==> src/rtl/fir_decim_requant_if.sv <==
// rtl/fir_decim_requant_if.sv - sample-in / result-out handshake bundle for fir_decim_requant
//   in_valid, in_data   : free-running signed samples from the FIR (no back-pressure)
//   out_valid, out_ready: valid/ready handshake toward the next consumer
//   out_data            : signed head-of-FIFO result
//   master: the side that supplies samples and consumes results
//   slave : the decimator
interface fir_decim_requant_if #(
    parameter int IN_W  = 12,
    parameter int OUT_W = 8
);
    logic             in_valid;
    logic [IN_W-1:0]  in_data;
    logic             out_valid;
    logic             out_ready;
    logic [OUT_W-1:0] out_data;

    modport master (
        output in_valid, in_data, out_ready,
        input  out_valid, out_data
    );

    modport slave (
        input  in_valid, in_data, out_ready,
        output out_valid, out_data
    );
endinterface

==> src/rtl/fir_decim_requant.sv <==
// rtl/fir_decim_requant.sv - boxcar decimator with shift/round/saturate requantiser and FWFT output FIFO
//   clk        : sole clock, rising edge
//   reset      : asynchronous active-high, clears all state
//   bus        : fir_decim_requant_if.slave (in_valid/in_data in, out_valid/out_ready/out_data out)
//   fifo_level : current FIFO occupancy
//   sat_cnt    : results that were clamped, sticks at 255
//   drop_cnt   : results lost on a full FIFO, sticks at 255
//   Macro DECIM_ROUND_EN: add 2^(SHIFT-1) before the shift (round half up); undefined = floor.
module fir_decim_requant #(
    parameter int IN_W       = 12,
    parameter int OUT_W      = 8,
    parameter int DECIM      = 4,
    parameter int SHIFT      = 6,
    parameter int FIFO_DEPTH = 4
) (
    input  logic                            clk,
    input  logic                            reset,
    fir_decim_requant_if.slave              bus,
    output logic [$clog2(FIFO_DEPTH):0]     fifo_level,
    output logic [7:0]                      sat_cnt,
    output logic [7:0]                      drop_cnt
);
    localparam int ACC_W = IN_W + $clog2(DECIM);
    // One extra bit so the rounding offset cannot wrap a full-scale positive sum.
    localparam int RND_W = ACC_W + 1;
    localparam int PH_W  = $clog2(DECIM);
    localparam int PTR_W = $clog2(FIFO_DEPTH);
    localparam int LVL_W = PTR_W + 1;

    localparam logic signed [RND_W-1:0] SAT_MAX = RND_W'((2 ** (OUT_W - 1)) - 1);
    localparam logic signed [RND_W-1:0] SAT_MIN = RND_W'(-(2 ** (OUT_W - 1)));
`ifdef DECIM_ROUND_EN
    localparam logic signed [RND_W-1:0] RND_OFS = RND_W'(2 ** (SHIFT - 1));
`else
    localparam logic signed [RND_W-1:0] RND_OFS = '0;
`endif

    logic [PH_W-1:0]         phase_q, phase_d;
    logic signed [ACC_W-1:0] acc_q, acc_d;
    logic signed [ACC_W-1:0] in_ext, sum;
    logic signed [RND_W-1:0] sum_ext, biased, shifted;
    logic                    sat_hit;
    logic [OUT_W-1:0]        res;

    logic                    last, pop, full, push_ok, drop;
    logic [OUT_W-1:0]        mem_q [FIFO_DEPTH];
    logic [PTR_W-1:0]        wr_ptr_q, rd_ptr_q;
    logic [LVL_W-1:0]        level_q, level_d;
    logic [7:0]              sat_q, sat_d, drop_q, drop_d;

    always_comb begin
        in_ext  = {{(ACC_W - IN_W){bus.in_data[IN_W-1]}}, bus.in_data};
        sum     = acc_q + in_ext;
        sum_ext = {sum[ACC_W-1], sum};
        biased  = sum_ext + RND_OFS;
        shifted = biased >>> SHIFT;

        sat_hit = 1'b0;
        res     = shifted[OUT_W-1:0];
        if (shifted > SAT_MAX) begin
            sat_hit = 1'b1;
            res     = SAT_MAX[OUT_W-1:0];
        end else if (shifted < SAT_MIN) begin
            sat_hit = 1'b1;
            res     = SAT_MIN[OUT_W-1:0];
        end

        last    = bus.in_valid && (phase_q == PH_W'(DECIM - 1));
        pop     = bus.out_ready && (level_q != '0);
        full    = (level_q == LVL_W'(FIFO_DEPTH));
        // A simultaneous pop frees the slot, so a push into a full FIFO still lands.
        push_ok = last && (!full || pop);
        drop    = last && full && !pop;

        phase_d = phase_q;
        acc_d   = acc_q;
        if (bus.in_valid) begin
            // DECIM is a power of two, so the phase wraps naturally.
            phase_d = phase_q + PH_W'(1);
            acc_d   = (phase_q == '0) ? in_ext : sum;
        end

        level_d = level_q;
        if (push_ok && !pop) begin
            level_d = level_q + LVL_W'(1);
        end else if (!push_ok && pop) begin
            level_d = level_q - LVL_W'(1);
        end

        sat_d = sat_q;
        if (last && sat_hit && (sat_q != 8'hFF)) begin
            sat_d = sat_q + 8'd1;
        end

        drop_d = drop_q;
        if (drop && (drop_q != 8'hFF)) begin
            drop_d = drop_q + 8'd1;
        end
    end

    always_ff @(posedge clk or posedge reset) begin
        if (reset) begin
            phase_q  <= '0;
            acc_q    <= '0;
            wr_ptr_q <= '0;
            rd_ptr_q <= '0;
            level_q  <= '0;
            sat_q    <= '0;
            drop_q   <= '0;
            for (int i = 0; i < FIFO_DEPTH; i++) begin
                mem_q[i] <= '0;
            end
        end else begin
            phase_q <= phase_d;
            acc_q   <= acc_d;
            level_q <= level_d;
            sat_q   <= sat_d;
            drop_q  <= drop_d;
            if (push_ok) begin
                mem_q[wr_ptr_q] <= res;
                wr_ptr_q        <= wr_ptr_q + PTR_W'(1);
            end
            if (pop) begin
                rd_ptr_q <= rd_ptr_q + PTR_W'(1);
            end
        end
    end

    assign bus.out_valid = (level_q != '0);
    assign bus.out_data  = mem_q[rd_ptr_q];
    assign fifo_level    = level_q;
    assign sat_cnt       = sat_q;
    assign drop_cnt      = drop_q;
endmodule

==> src/flat_wrapper.sv <==
// flat-port wrapper written by rule: the top's interface ports become plain ports
module fir_decim_requant_flat 
#(
    parameter int IN_W       = 12,
    parameter int OUT_W      = 8,
    parameter int DECIM      = 4,
    parameter int SHIFT      = 6,
    parameter int FIFO_DEPTH = 4
)
  (clk, reset, fifo_level, sat_cnt, drop_cnt, bus_in_valid, bus_in_data, bus_out_ready, bus_out_valid, bus_out_data);
  fir_decim_requant_if #(.IN_W(IN_W), .OUT_W(OUT_W)) bus_i ();
  input  logic clk;
  input  logic reset;
  output logic [$clog2(FIFO_DEPTH):0] fifo_level;
  output logic [7:0] sat_cnt;
  output logic [7:0] drop_cnt;
  input wire logic [$bits(bus_i.in_valid)-1:0] bus_in_valid;
  input wire logic [$bits(bus_i.in_data)-1:0] bus_in_data;
  input wire logic [$bits(bus_i.out_ready)-1:0] bus_out_ready;
  output wire logic [$bits(bus_i.out_valid)-1:0] bus_out_valid;
  output wire logic [$bits(bus_i.out_data)-1:0] bus_out_data;
  assign bus_i.in_valid = bus_in_valid;
  assign bus_i.in_data = bus_in_data;
  assign bus_i.out_ready = bus_out_ready;
  assign bus_out_valid = bus_i.out_valid;
  assign bus_out_data = bus_i.out_data;
  fir_decim_requant #(.IN_W(IN_W), .OUT_W(OUT_W), .DECIM(DECIM), .SHIFT(SHIFT), .FIFO_DEPTH(FIFO_DEPTH)) u_core (.clk(clk), .reset(reset), .bus(bus_i), .fifo_level(fifo_level), .sat_cnt(sat_cnt), .drop_cnt(drop_cnt));
endmodule
==> config.mk <==
export PLATFORM = sky130hd
export DESIGN_NAME = fir_decim_requant_flat
export DESIGN_NICKNAME = d
export VERILOG_FILES = /design/src/rtl/fir_decim_requant_if.sv /design/src/rtl/fir_decim_requant.sv /design/src/flat_wrapper.sv
export SDC_FILE = /design/constraint.sdc
export NUM_CORES = 1
export LEC_CHECK = 0
export CAP_MARGIN = 5
export CORE_MARGIN = 4
export CORE_UTILIZATION = 55
export CTS_BUF_LIST = sky130_fd_sc_hd__clkbuf_8
export DETAILED_ROUTE_END_ITERATION = 6
export DONT_BUFFER_PORTS = 1
export HOLD_SLACK_MARGIN = 0.08
export PLACE_DENSITY = 0.79
export SYNTH_ARGS = -nofsm -noshare
export SYNTH_HDL_FRONTEND = slang
export SYNTH_SLANG_ARGS = --single-unit
==> constraint.sdc <==
create_clock -name clk -period 4.3 [get_ports clk]
set_input_delay 0.645 -clock clk [delete_from_list [all_inputs] [get_ports clk]]
set_output_delay 0.645 -clock clk [all_outputs]
set_load 0.01 [all_outputs]
# Word level (Yosys, flattened, before mapping)
# Cells that the tools add are included.
dict set report classes {
  n_eq_ne 4
  n_mux 13
  n_reduce_logical 18
  n_bitwise 2
  magnitude_cmp 5
  add_sub_neg 8
}
# operator n
set ops {}
lappend ops {{$mux W8} 5}
lappend ops {{$bwmux W32} 1}
lappend ops {{$add A8 B1 Y8 const B} 2}
lappend ops {{$bmux W8 S2} 1}
lappend ops {{$demux W8 S2} 1}
lappend ops {{$ne A8 B8 Y1 const B} 2}
lappend ops {{$add A14 B12 Y14} 1}
lappend ops {{$mux W14} 1}
lappend ops {{$logic_and A1 B1 Y1} 11}
lappend ops {{$gt A8 B8 Y1 const B} 1}
lappend ops {{$lt A8 B8 Y1 const B} 1}
lappend ops {{$add A2 B1 Y2 const B} 3}
lappend ops {{$ge A3 B3 Y1 const B} 2}
lappend ops {{$mux W3} 2}
lappend ops {{$not A2 Y3} 2}
lappend ops {{$add A3 B1 Y3 const B} 1}
lappend ops {{$eq A3 B3 Y1 const B} 1}
lappend ops {{$logic_not A1 Y1} 3}
lappend ops {{$lt A3 B1 Y1 const B} 1}
lappend ops {{$reduce_bool A3 Y1} 1}
lappend ops {{$sub A3 B1 Y3 const B} 1}
lappend ops {{$eq A2 B2 Y1 const B} 1}
lappend ops {{$logic_not A2 Y1} 1}
lappend ops {{$mux W1} 2}
lappend ops {{2 further kinds} 2}
dict set report totals {
  elab_cells 61
  in_bits 16
  out_inout_bits 28
  register_bits 71
}

# Longest topological paths before layout
dict set report depth {
  ltp_word 8
  ltp_mapped 9
  ltp_nobuf 9
}

# Least setup slack after synthesis
# No wires, ideal clock.
dict set report synth_timing {
  path_kind {input port to flip-flop}
  from {input port bus_in_data[0]}
  to {register u_core.mem_q[10] (netlist bit)}
  path_buffers 0
  setup_ns 0.125
  cell_stages 8
  slack_ns 1.683
  arrival_time_ns 2.492
  t_required_ns 4.175
  cell_sequence {ha_1 > fa_1 > a21o_2 > a21o_2 > a211oi_1 > o31ai_1 > xor2_1 > mux2_2}
}
dict set report synth_via {
  elab_chain_len 5
  elab_cells_between_ends 6
  cone_classes {1 x add/sub; 2 x order compare; 3 x mux}
}
# element line
set synth_lines {}
lappend synth_lines {{start: declaration} flat_wrapper.sv:18} ;# input wire logic [$bits(bus_i.in_data)-1:0] bus_in_data;
lappend synth_lines {{$add A14 B12 Y14 (*)} fir_decim_requant.sv:53} ;# sum = acc_q + in_ext;
lappend synth_lines {{$lt A8 B8 Y1} fir_decim_requant.sv:63} ;# end else if (shifted < SAT_MIN) begin
lappend synth_lines {{$mux W8} fir_decim_requant.sv:63}
lappend synth_lines {{$mux W8 (*)} fir_decim_requant.sv:60} ;# if (shifted > SAT_MAX) begin
lappend synth_lines {{$bwmux W32 (*)} fir_decim_requant.sv:120} ;# mem_q[wr_ptr_q] <= res;
lappend synth_lines {{end signal: indexed assignment} fir_decim_requant.sv:120}
lappend synth_lines {{end: declaration} fir_decim_requant.sv:46} ;# logic [OUT_W-1:0] mem_q [FIFO_DEPTH];
# Mark *: on every way between the ends. The rest lies on a longest branch, timed or not.
# A chain may end at the register's enable or synchronous reset.

# Worst setup path after layout
dict set report layout_timing {
  from {register u_core.acc_q[0]}
  to {register u_core.mem_q[18] (netlist bit)}
}
dict set report layout_via {
  elab_chain_len 5
  elab_cells_between_ends 6
  cone_classes {1 x add/sub; 2 x order compare; 3 x mux}
}
# element line
set layout_lines {}
lappend layout_lines {{start: declaration} fir_decim_requant.sv:39} ;# logic signed [ACC_W-1:0] acc_q, acc_d;
lappend layout_lines {{start signal: assignment} fir_decim_requant.sv:104} ;# acc_q <= '0;
lappend layout_lines {{start signal: assignment} fir_decim_requant.sv:115} ;# acc_q <= acc_d;
lappend layout_lines {{$add A14 B12 Y14 (*)} fir_decim_requant.sv:53}
lappend layout_lines {{$lt A8 B8 Y1} fir_decim_requant.sv:63}
lappend layout_lines {{$mux W8} fir_decim_requant.sv:63}
lappend layout_lines {{$mux W8 (*)} fir_decim_requant.sv:60}
lappend layout_lines {{$bwmux W32 (*)} fir_decim_requant.sv:120}
# Marks and branches as above.

==> flow_summary.ini <==
[outcome]
status = completed

[grt]
grt_max_degree = 43
grt_pass1_wl_mm = 12.40
antenna_found_initial = 0
track_usage_pct = 18.61
grt_pass1_vias = 2509
overflow = 0

[yosys]
ys_warn_count = 0
netlist_area_um2 = 3845
synth_edf_count = 0
synth_flop_cell = dfrtp_1
syn_nets = 394
postSynthAreaPerCell_um2 = 10.83
synthArstFlopShare_pct = 100.0
yosys-top-cells-area = dfrtp_1 46%, mux2_2 7.0%, ha_1 6.8%
synth.distinct_cells = 49
synth_cells = 355
synth-seq-area-share_pct = 46.21
ys_ff_latch = 71
synth_top_area_share_pct = 46.21
yosys.area.top_type = dfrtp_1

[drt]
wirelength_mm = 7.167
wire_per_inst_um = 16.21
ant_nets = 0
routed_via_density = 5.649
firstDrtPassIters = 4
drc = 0
vias = 2497
drtIter0Drc = 68

[worst_setup_path]
critPathKind = flip-flop to flip-flop
crit_buf_inv = 0
cp.required_ns = 4.53
setup.worst_path.end_class = flip-flop
cp-start-kind = flip-flop
cp.arrival_ns = 2.73
cpPeakStageDelay_ns = 0.43
cp_max_fo = 5
path_cells = ha_1 -> fa_1 -> a21o_2 -> a21o_2 -> a211oi_1 -> o31ai_1 -> xor2_1 -> mux2_2
cp_common_cell = a21o_2
path_delay_family = compound AO/OA/AOI/OAI gates
critPathSlowestCell = fa_1

[timing]
worst_pin_slew_ns = 0.6982
setup_viol = 0
max_clock_freq_mhz = 399.4
period_share_pct = 58.22
post-route-min-period_ns = 2.504
rsz0062_at_grt = false
finalSetupTns_ns = 0
drv_slew = 0
final-hold-violation-count = 0
clock_skew_ns = 0.008217
max-slew-margin-rel_pct = 53.45

[placement]
dp_hpwl_mm = 5.168
routabilityCongestion = 0.8904
place_area_um2 = 3852
io_buffers = 0

[power_and_ir_drop]
p_leak_nw = 1.838
powerDensity_nw_per_um2 = 769.3
ir_drop_v = 0.0004995

[clock_tree]
clkLatencyLatePin_ns = 0.35
cts.repair.resized = 0
tritoncts_num_sinks = 71
ctsLongestPathBuffers = 2
clock-root-buffer = clkbuf_8
cts_setup_buffers = 0
path_clk_slew_ns = 0.08
ctsHoldBuffers = 0
cts_tree = built
numCtsBuffers = 9
htree_levels = 3

[final_layout]
multiInputGateArea_um2 = 1881
fin_area_um2 = 4050
layout_commonest_cell = dfrtp_1
fill_cells = 557
drive_above_1_share_pct = 16.47
final_nets = 380
layout.area.seq_um2 = 1777
diodes = 0
final_cell_mix = 71 x dfrtp_1, 39 x nand2_1, 24 x mux2_2, 22 x a21oi_1, 21 x ha_1
syn2layout_area_growth_pct = 5.337

[die]
fp.dieW_um = 91.61
start_util_pct = 56.59
coreArea_um2 = 6794
die_area_um2 = 8392
die_y_um = 91.61
pin_count = 44
rows = 30

[worst_hold_path]
holdCritPathClass = input pin to asynchronous set/reset pin

[job]
drv_cap = 0
[routing by layer]
layer / global-route usage, % / vias up / share of wire (%)
li1: - / 1225 / -
met1: 23.35 / 1213 / 45
met2: 30.31 / 47 / 48
met3: 5.250 / 12 / 5.3
met4: 7.538 / 0 / 1.6
met5: 0 / - / 0
[kinds of logic after synthesis]
| family | synth area share [%] |
|---|---|
| flip-flops | 46.21 |
| XOR/XNOR | 5.923 |
| AND/OR/NAND/NOR | 9.210 |
| AO/OA/AOI/OAI | 12.89 |
| multiplexers | 13.02 |
| adder cells (fa/ha/maj) | 7.875 |
| buffers and inverters | 4.881 |
[cells in the mapped netlist (2+ instances only)]
| library cell | count |
|---|---|
| a21o_2 | 2 |
| a21oi_1 | 22 |
| clkbuf_1 | 13 |
| xor2_1 | 7 |
| mux2_2 | 24 |
| a31o_2 | 2 |
| and4_1 | 2 |
| o21ai_0 | 19 |
| buf_1 | 2 |
| o21ai_1 | 4 |
| o2111ai_1 | 2 |
| mux2i_1 | 5 |
| a211o_1 | 4 |
| inv_1 | 18 |
| and3_1 | 2 |
| nand2_1 | 39 |
| nor2_1 | 18 |
| clkbuf_2 | 2 |
| a31oi_1 | 3 |
| xnor2_1 | 19 |
| o221ai_1 | 2 |
| nor4b_1 | 2 |
| nand4_1 | 6 |
| nand3_1 | 6 |
| o21bai_1 | 2 |
| mux4_2 | 8 |
| fa_1 | 2 |
| ha_1 | 21 |
| buf_2 | 7 |
| dfrtp_1 | 71 |
[through the flow]
step,std cells,power (mW),utilization [%],hold slack [ns],worst slack [ns]
after global placement,426,2.539,56.70,0.4306,1.591
after detailed placement,426,2.608,56.70,0.4313,1.562
after floorplan,355,2.316,-,0.4446,1.683
final,442,3.116,59.61,0.2566,1.796
after global routing,442,3.385,59.61,0.2861,1.670
after CTS,442,3.146,59.61,0.2566,1.808
[path summary, 6_finish.rpt]
kind	from	to	slack, ns	cells after the start
hold / removal	reset	u_core.fifo_level[1]	0.26	1
setup reg to reg	u_core.acc_q[0]	u_core.mem_q[18]	1.80	8
setup / recovery	u_core.acc_q[0]	u_core.mem_q[18]	1.80	8
hold reg to reg	u_core.sat_cnt[2]	u_core.sat_cnt[2]	0.44	0
max in group asynchronous	reset	u_core.mem_q[10]	3.09	2
min in group clk	bus_in_valid	u_core.acc_q[4]	0.38	1
[power by group]
| group | internal (mW) | total, mW | switching [mW] | leakage (nW) |
|---|---|---|---|---|
| Combinational | 0.665 | 1.45 | 0.782 | 0.851 |
| Sequential | 0.926 | 1.14 | 0.215 | 0.894 |
| Clock | 0.268 | 0.528 | 0.259 | 0.0933 |
| Total | 1.86 | 3.12 | 1.26 | 1.84 |
[flip-flops by register name, summed over array words and instances (netlist names)]
register and count:
u_core.acc_q 14, u_core.fifo_level 3, u_core.phase_q 2, u_core.mem_q 32, u_core.rd_ptr_q 2, u_core.wr_ptr_q 2
u_core.sat_cnt 8, u_core.drop_cnt 8
[worst reg2reg max path, stage by stage, from the launching register on]
cell and delay (ns):
dfrtp_1 0.40, ha_1 0.23, fa_1 0.43, a21o_2 0.27
a21o_2 0.22, a211oi_1 0.23, o31ai_1 0.10, xor2_1 0.21
mux2_2 0.30
[area by class of cell]
type | instances | area share, %
Inverter | 18 | 1.668
Timing Repair Buffer | 1 | 0.1854
Clock buffer | 9 | 3.058
Tap cell | 96 | 2.966
Clock inverter | 7 | 1.823
Sequential cell | 71 | 43.87
Multi-Input combinational cell | 240 | 46.43
No activity file was read; power rests on OpenSTA's default activity.
